$ cat config.mk
export PLATFORM = sky130hd
export DESIGN_NAME = alu_arbiter
export DESIGN_NICKNAME = d
export VERILOG_FILES = /design/src/rtl/alu_arbiter.sv
export SDC_FILE = /design/constraint.sdc
export NUM_CORES = 1
export LEC_CHECK = 0
export BUFFER_PORTS_ARGS = -buffer_cell sky130_fd_sc_hd__buf_2
export CORE_MARGIN = 2
export CORE_UTILIZATION = 47
export DETAILED_ROUTE_END_ITERATION = 6
export GPL_ROUTABILITY_DRIVEN = 0
export PLACE_DENSITY = 0.85
export SLEW_MARGIN = 0
export SYNTH_ARGS = -nofsm -noshare
export SYNTH_HDL_FRONTEND = slang
export SYNTH_SLANG_ARGS = --single-unit
$ cat constraint.sdc
create_clock -name clk -period 2.9 [get_ports clk]
set_clock_uncertainty 0.05 [all_clocks]
set_input_delay 0.145 -clock clk [delete_from_list [all_inputs] [get_ports clk]]
set_output_delay 0.145 -clock clk [all_outputs]
set_load 0.005 [all_outputs]
$ cat src/rtl/alu_arbiter.sv
// Two-port round-robin arbiter in front of a shared combinational ALU: IDLE -> EXEC -> RESP.
// Define ALU_ARB_FIXED_PRIO_EN to make port 0 win every tie instead of alternating.
module alu_arbiter (
  input  logic        clk,
  input  logic        rst_n,
  input  logic        req0_valid,
  output logic        req0_ready,
  input  logic [15:0] req0_a,
  input  logic [15:0] req0_b,
  input  logic [2:0]  req0_op,
  input  logic        req1_valid,
  output logic        req1_ready,
  input  logic [15:0] req1_a,
  input  logic [15:0] req1_b,
  input  logic [2:0]  req1_op,
  output logic        rsp0_valid,
  input  logic        rsp0_ack,
  output logic        rsp1_valid,
  input  logic        rsp1_ack,
  output logic [15:0] rsp_w,
  output logic        rsp_zero,
  output logic [15:0] alu_a,
  output logic [15:0] alu_b,
  output logic [2:0]  alu_op,
  input  logic [15:0] alu_w,
  input  logic        alu_zero
);

  typedef enum logic [1:0] {StIdle, StExec, StResp} state_e;

  state_e      state_q, state_d;
  logic [15:0] opa_q, opa_d;
  logic [15:0] opb_q, opb_d;
  logic [2:0]  op_q, op_d;
  logic        win_q, win_d;
  logic        last_grant_q, last_grant_d;
  logic [15:0] rsp_w_q, rsp_w_d;
  logic        rsp_zero_q, rsp_zero_d;
  logic        any_valid;
  logic        grant;

  // grant is the winning port index when any_valid is set
  always_comb begin
    any_valid = req0_valid | req1_valid;
    if (req0_valid && req1_valid) begin
`ifdef ALU_ARB_FIXED_PRIO_EN
      grant = 1'b0;
`else
      grant = ~last_grant_q;
`endif
    end else begin
      grant = req1_valid;
    end
  end

  always_comb begin
    state_d      = state_q;
    opa_d        = opa_q;
    opb_d        = opb_q;
    op_d         = op_q;
    win_d        = win_q;
    last_grant_d = last_grant_q;
    rsp_w_d      = rsp_w_q;
    rsp_zero_d   = rsp_zero_q;
    req0_ready   = 1'b0;
    req1_ready   = 1'b0;
    rsp0_valid   = 1'b0;
    rsp1_valid   = 1'b0;
    case (state_q)
      StIdle: begin
        // rst_n gate keeps ready low while reset holds the FSM in IDLE
        if (any_valid && rst_n) begin
          req0_ready = ~grant;
          req1_ready = grant;
          opa_d      = grant ? req1_a  : req0_a;
          opb_d      = grant ? req1_b  : req0_b;
          op_d       = grant ? req1_op : req0_op;
          win_d      = grant;
          state_d    = StExec;
        end
      end
      StExec: begin
        rsp_w_d    = alu_w;
        rsp_zero_d = alu_zero;
        state_d    = StResp;
      end
      StResp: begin
        rsp0_valid = ~win_q;
        rsp1_valid = win_q;
        if (win_q ? rsp1_ack : rsp0_ack) begin
          last_grant_d = win_q;
          state_d      = StIdle;
        end
      end
      default: state_d = StIdle;
    endcase
  end

  always_ff @(posedge clk or negedge rst_n) begin
    if (!rst_n) begin
      state_q      <= StIdle;
      opa_q        <= '0;
      opb_q        <= '0;
      op_q         <= '0;
      win_q        <= 1'b0;
      last_grant_q <= 1'b1;
      rsp_w_q      <= '0;
      rsp_zero_q   <= 1'b0;
    end else begin
      state_q      <= state_d;
      opa_q        <= opa_d;
      opb_q        <= opb_d;
      op_q         <= op_d;
      win_q        <= win_d;
      last_grant_q <= last_grant_d;
      rsp_w_q      <= rsp_w_d;
      rsp_zero_q   <= rsp_zero_d;
    end
  end

  assign alu_a    = opa_q;
  assign alu_b    = opb_q;
  assign alu_op   = op_q;
  assign rsp_w    = rsp_w_q;
  assign rsp_zero = rsp_zero_q;

endmodule

# Yosys cells after proc, flatten, opt, wreduce, memory -nomap -nowiden

Index checks and enable logic that the tools add are counted.

Equal/unequal tests: 4
Mux-type cells: 14
Bitwise logic cells: 4
Reduce and logical (&&, ||, !) cells: 6

Operator list:

| kind                                                                   | number |
|---|---|
| 16-bit two-way mux                                                     | 2 |
| 1-bit two-way mux                                                      | 8 |
| 2-bit case mux with 3 select lines                                     | 1 |
| 2-bit AND reduction                                                    | 3 |
| 2-bit two-way mux                                                      | 2 |
| 2-bit inequality test (second input constant)                          | 2 |
| 3-bit two-way mux                                                      | 1 |
| 1-bit NOT                                                              | 3 |
| 2-bit by 1-bit equality test with 1-bit output (second input constant) | 1 |
| 2-bit equality test (second input constant)                            | 1 |
| 1-bit logical AND                                                      | 2 |
| 2-bit logical NOT                                                      | 1 |
| 1-bit OR                                                               | 1 |

Bits in registers: 56
Bits of input ports: 93
Output and inout port bits: 56
Logic and storage cells: 36

# Logic depth before layout (Yosys ltp)

Depth in word-level cells: 5
Depth in mapped cells: 5
Gate-level depth less buffers: 3

# Worst setup path after synthesis

Ideal clock, no wire load.

Kind: reg2reg
Start: register last_grant_q
End: register opa_q[13], in the netlist alu_a[13]
Arrival: 1368 ps
Setup slack: 1356 ps
Cell stages (with the launch flop): 6
Buffers on the path: 2
Clock period less this slack: 1544 ps
Cell sequence: dfstp_2 nand2_1 and3_1 buf_4 buf_6 a221o_2

Cells in the longest elaborated chain, start to end: 3

Ends and longest elaborated chain:

| element                | line | text |
|---|---|---|
| from (decl)            | 36   | `logic last_grant_q, last_grant_d;` |
| from (signal assigned) | 115  | `last_grant_q <= last_grant_d;` |
| 1-bit NOT              | 49   | `grant = ~last_grant_q;` |
| 1-bit two-way mux      | 45   | `if (req0_valid && req1_valid) begin` |
| 16-bit two-way mux     | 75   | `opa_d = grant ? req1_a : req0_a;` |
| to (signal assigned)   | 111  | `opa_q <= opa_d;` |
| to (decl)              | 32   | `logic [15:0] opa_q, opa_d;` |

No other way between the ends.
A chain may end at the register's enable or synchronous reset.

# Worst setup path in the final report

Start: input rst_n
End: output req0_ready

Cells in the longest elaborated chain, start to end: 3

Ends and longest elaborated chain:

| element           | line | text |
|---|---|---|
| from (decl)       | 5    | `input logic rst_n,` |
| 1-bit logical AND | 72   | `if (any_valid && rst_n) begin` |
| 1-bit two-way mux | 72   |  |
| 1-bit two-way mux | 69   | `case (state_q)` |
| to (decl)         | 7    | `output logic req0_ready,` |

No other way between the ends.

==> flow_summary.toml <==
[placement]
detailed_place_hpwl_um = 4800
numPortBuffers = 148
dp.cells = 421

[sta]
max-slew-margin-rel_pct = 16.9
rsz0062_at_grt = "false"
tightestPinTransition_ns = 1.25
hold_viol = 0
max_freq_ghz = 0.384
period_share_pct = 89.8
period_needed_ns = 2.60
whs_ns = 0.00943
fin_setup_tns_ns = 0
setup_viol = 0
drv_slew = 0

[power]
cellLeakagePower_nw = 1.73
ir_worst_vdd_mv = 0.333
power_density_nw_per_um2 = 892

[synthesis]
syn-num-nets = 312
synth_fa_ha_area_share_pct = 0
ys_ff_latch = 56
yosys.area_share.simple_pct = 15.4
synth-compound-area-share_pct = 15.4
synthMuxAreaShare_pct = 7.96
synth.avg_cell_area_um2 = 11.6
synth.distinct_cells = 25
synthXorXnorAreaFrac_pct = 0
synth_top_family_by_area = "compound AO/OA/AOI/OAI gates"
netlist_instances = 219
synth_area_um2 = 2550
seq_area_frac_synth_pct = 55.1
synth_warnings = 0

[routing]
vias = 2264
antenna_left = 0
drc = 0
dr.pass1.iters = 4
postRouteWirelength_um = 6420
vias_per_cell = 5.27
drt-wirelength-per-cell_um = 14.9
drt_iter0_markers = 123

[global_route]
grt_pass1_vias = 2147
grt_max_degree = 47
grt_pass1_wl_um = 10300
globalRouteOverflowTotal = 0
grtUsageTotal_pct = 21.8
grt_antenna_before_repair = 0

[floorplan]
die_area_um2 = 6020
die_w_um = 77.6
start_util_pct = 49.3
io_pins = 149
die_y_um = 77.6
fp-row-count = 26
core-area_um2 = 5170

[cts]
clock_path_buffers = 2
cts_htree_levels = 2
clkSinkCount = 56
clkTransAtPathRegs_ns = 0.10
cts_tree = "yes"
cts_buffers = 5
insertion_delay_ns = 0.30
clockRootBuffer = "clkbuf_8"

[setup_path]
crit_path_end_kind = "output pin"
criticalPathCategory = "primary input to output pin"
critPathRequiredTime_ns = 2.71
crit_path_start_kind = "primary input"
critPathMaxFanout = 36
arrival_ns = 2.41

[finish]
seq_area_um2 = 1400
areaGrowthSynthToFinish_pct = 32.2
multi_input_area_um2 = 990
insertedDiodeCount = 0
drive_gt1_share_pct = 53.6
final_cell_mix = "buf_2 (148), dfrtp_1 (55), nand2_1 (37), nor3_1 (33), a221o_1 (27)"
final_nets = 452
fill_cells = 429
fin_cells = 430
final_common_cell = "buf_2"

[hold_path]
hold_path.class = "primary input to flop"

[run_status]
run_status = "finished, final reports clean"

[job]
drv_cap = 0
-- final timing paths --
path,startpoint,to,slack (ns),cells after the start
setup / recovery,rst_n,req0_ready,0.30,5
hold / removal,req1_b[15],alu_b[15]$_DFFE_PN0P_,0.009,2
setup reg to reg,state_q[0]$_DFFE_PN0P_,alu_b[0]$_DFFE_PN0P_,0.87,3
hold reg to reg,rsp_w[11]$_DFFE_PN0N_,rsp_w[11]$_DFFE_PN0N_,0.46,1
max in group asynchronous,rst_n,alu_b[14]$_DFFE_PN0P_,1.74,3
min in group asynchronous,rst_n,alu_a[9]$_DFFE_PN0P_,0.23,2
-- cell usage after synthesis, drive strengths merged --
cell	instances	area share [%]
a21oi	2	0.39
a221o	35	14
and3	1	0.25
buf	17	5.3
clkbuf	4	0.59
dfrtp	55	54
dfstp	1	1.0
inv	2	0.29
mux2	18	8.0
nand2	37	5.5
nand2b	2	0.49
nor2	2	0.29
nor2b	2	0.49
nor3	35	7.3
nor3b	2	0.79
o21ai	2	0.54
o2bb2ai	1	0.34
or3b	1	0.34
-- report_power, final --
group          switching [mW]  internal (mW)
Combinational           0.527          0.675
Sequential              0.219           1.16
Clock                   0.251          0.174
-- sequential cells by signal, summed over array words and instances (netlist names) --
name and cells:
alu_a 16, alu_b 16, alu_op 3, last_grant_q 1, rsp_w 16, rsp_zero 1, state_q 2, win_q 1
-- cell type report --
type / instances / area share (%)
sequential: 56 / 41.7
multi-input combinational: 140 / 29.4
timing repair buffer: 154 / 23.4
tap: 70 / 2.60
clock buffer: 5 / 2.04
clock inverter: 3 / 0.669
inverter: 2 / 0.223
-- worst max-delay path, cell delays in order --
cell and delay, ns:
dlygate4sd3_1 0.55, buf_2 0.29, or3b_1 0.88, nor3b_2 0.36, buf_2 0.15
-- logic make-up after synthesis --
| kind of cell | after synthesis |
|---|---|
| and+or+nand+nor | 82 |
| DFF | 56 |
| AOI/OAI and AO/OA | 40 |
| buffers and inverters | 23 |
| muxes | 18 |
-- routing by layer --
layer / track usage [%] / up-vias / part of all wire [%]
li1: - / 1089 / -
met4: 7.50 / 0 / 1.5
met5: 0 / - / 0
met1: 29.6 / 1047 / 44
met2: 35.3 / 119 / 48
met3: 3.60 / 9 / 6.8
-- timing repair --
item	in CTS	in global routing
hold endpoints to repair	10	0
gates resized for setup	0	0
buffers inserted	0	0
hold buffers	1	0
-- metrics by stage --
stage / area [um^2] / worst slack (ns) / utilization, % / total power [mW]
4_1_cts: 3370 / 0.294 / 65.1 / 3.04
6_report: 3370 / 0.296 / 65.1 / 3.00
2_1_floorplan: 2550 / 1.36 / - / 2.08
5_1_grt: 3370 / 0.139 / 65.1 / 3.21
3_5_place_dp: 3270 / 0.800 / 63.1 / 2.61
3_3_place_gp: 3270 / 0.870 / 63.1 / 2.55
(Power assumes the default switching activity.)
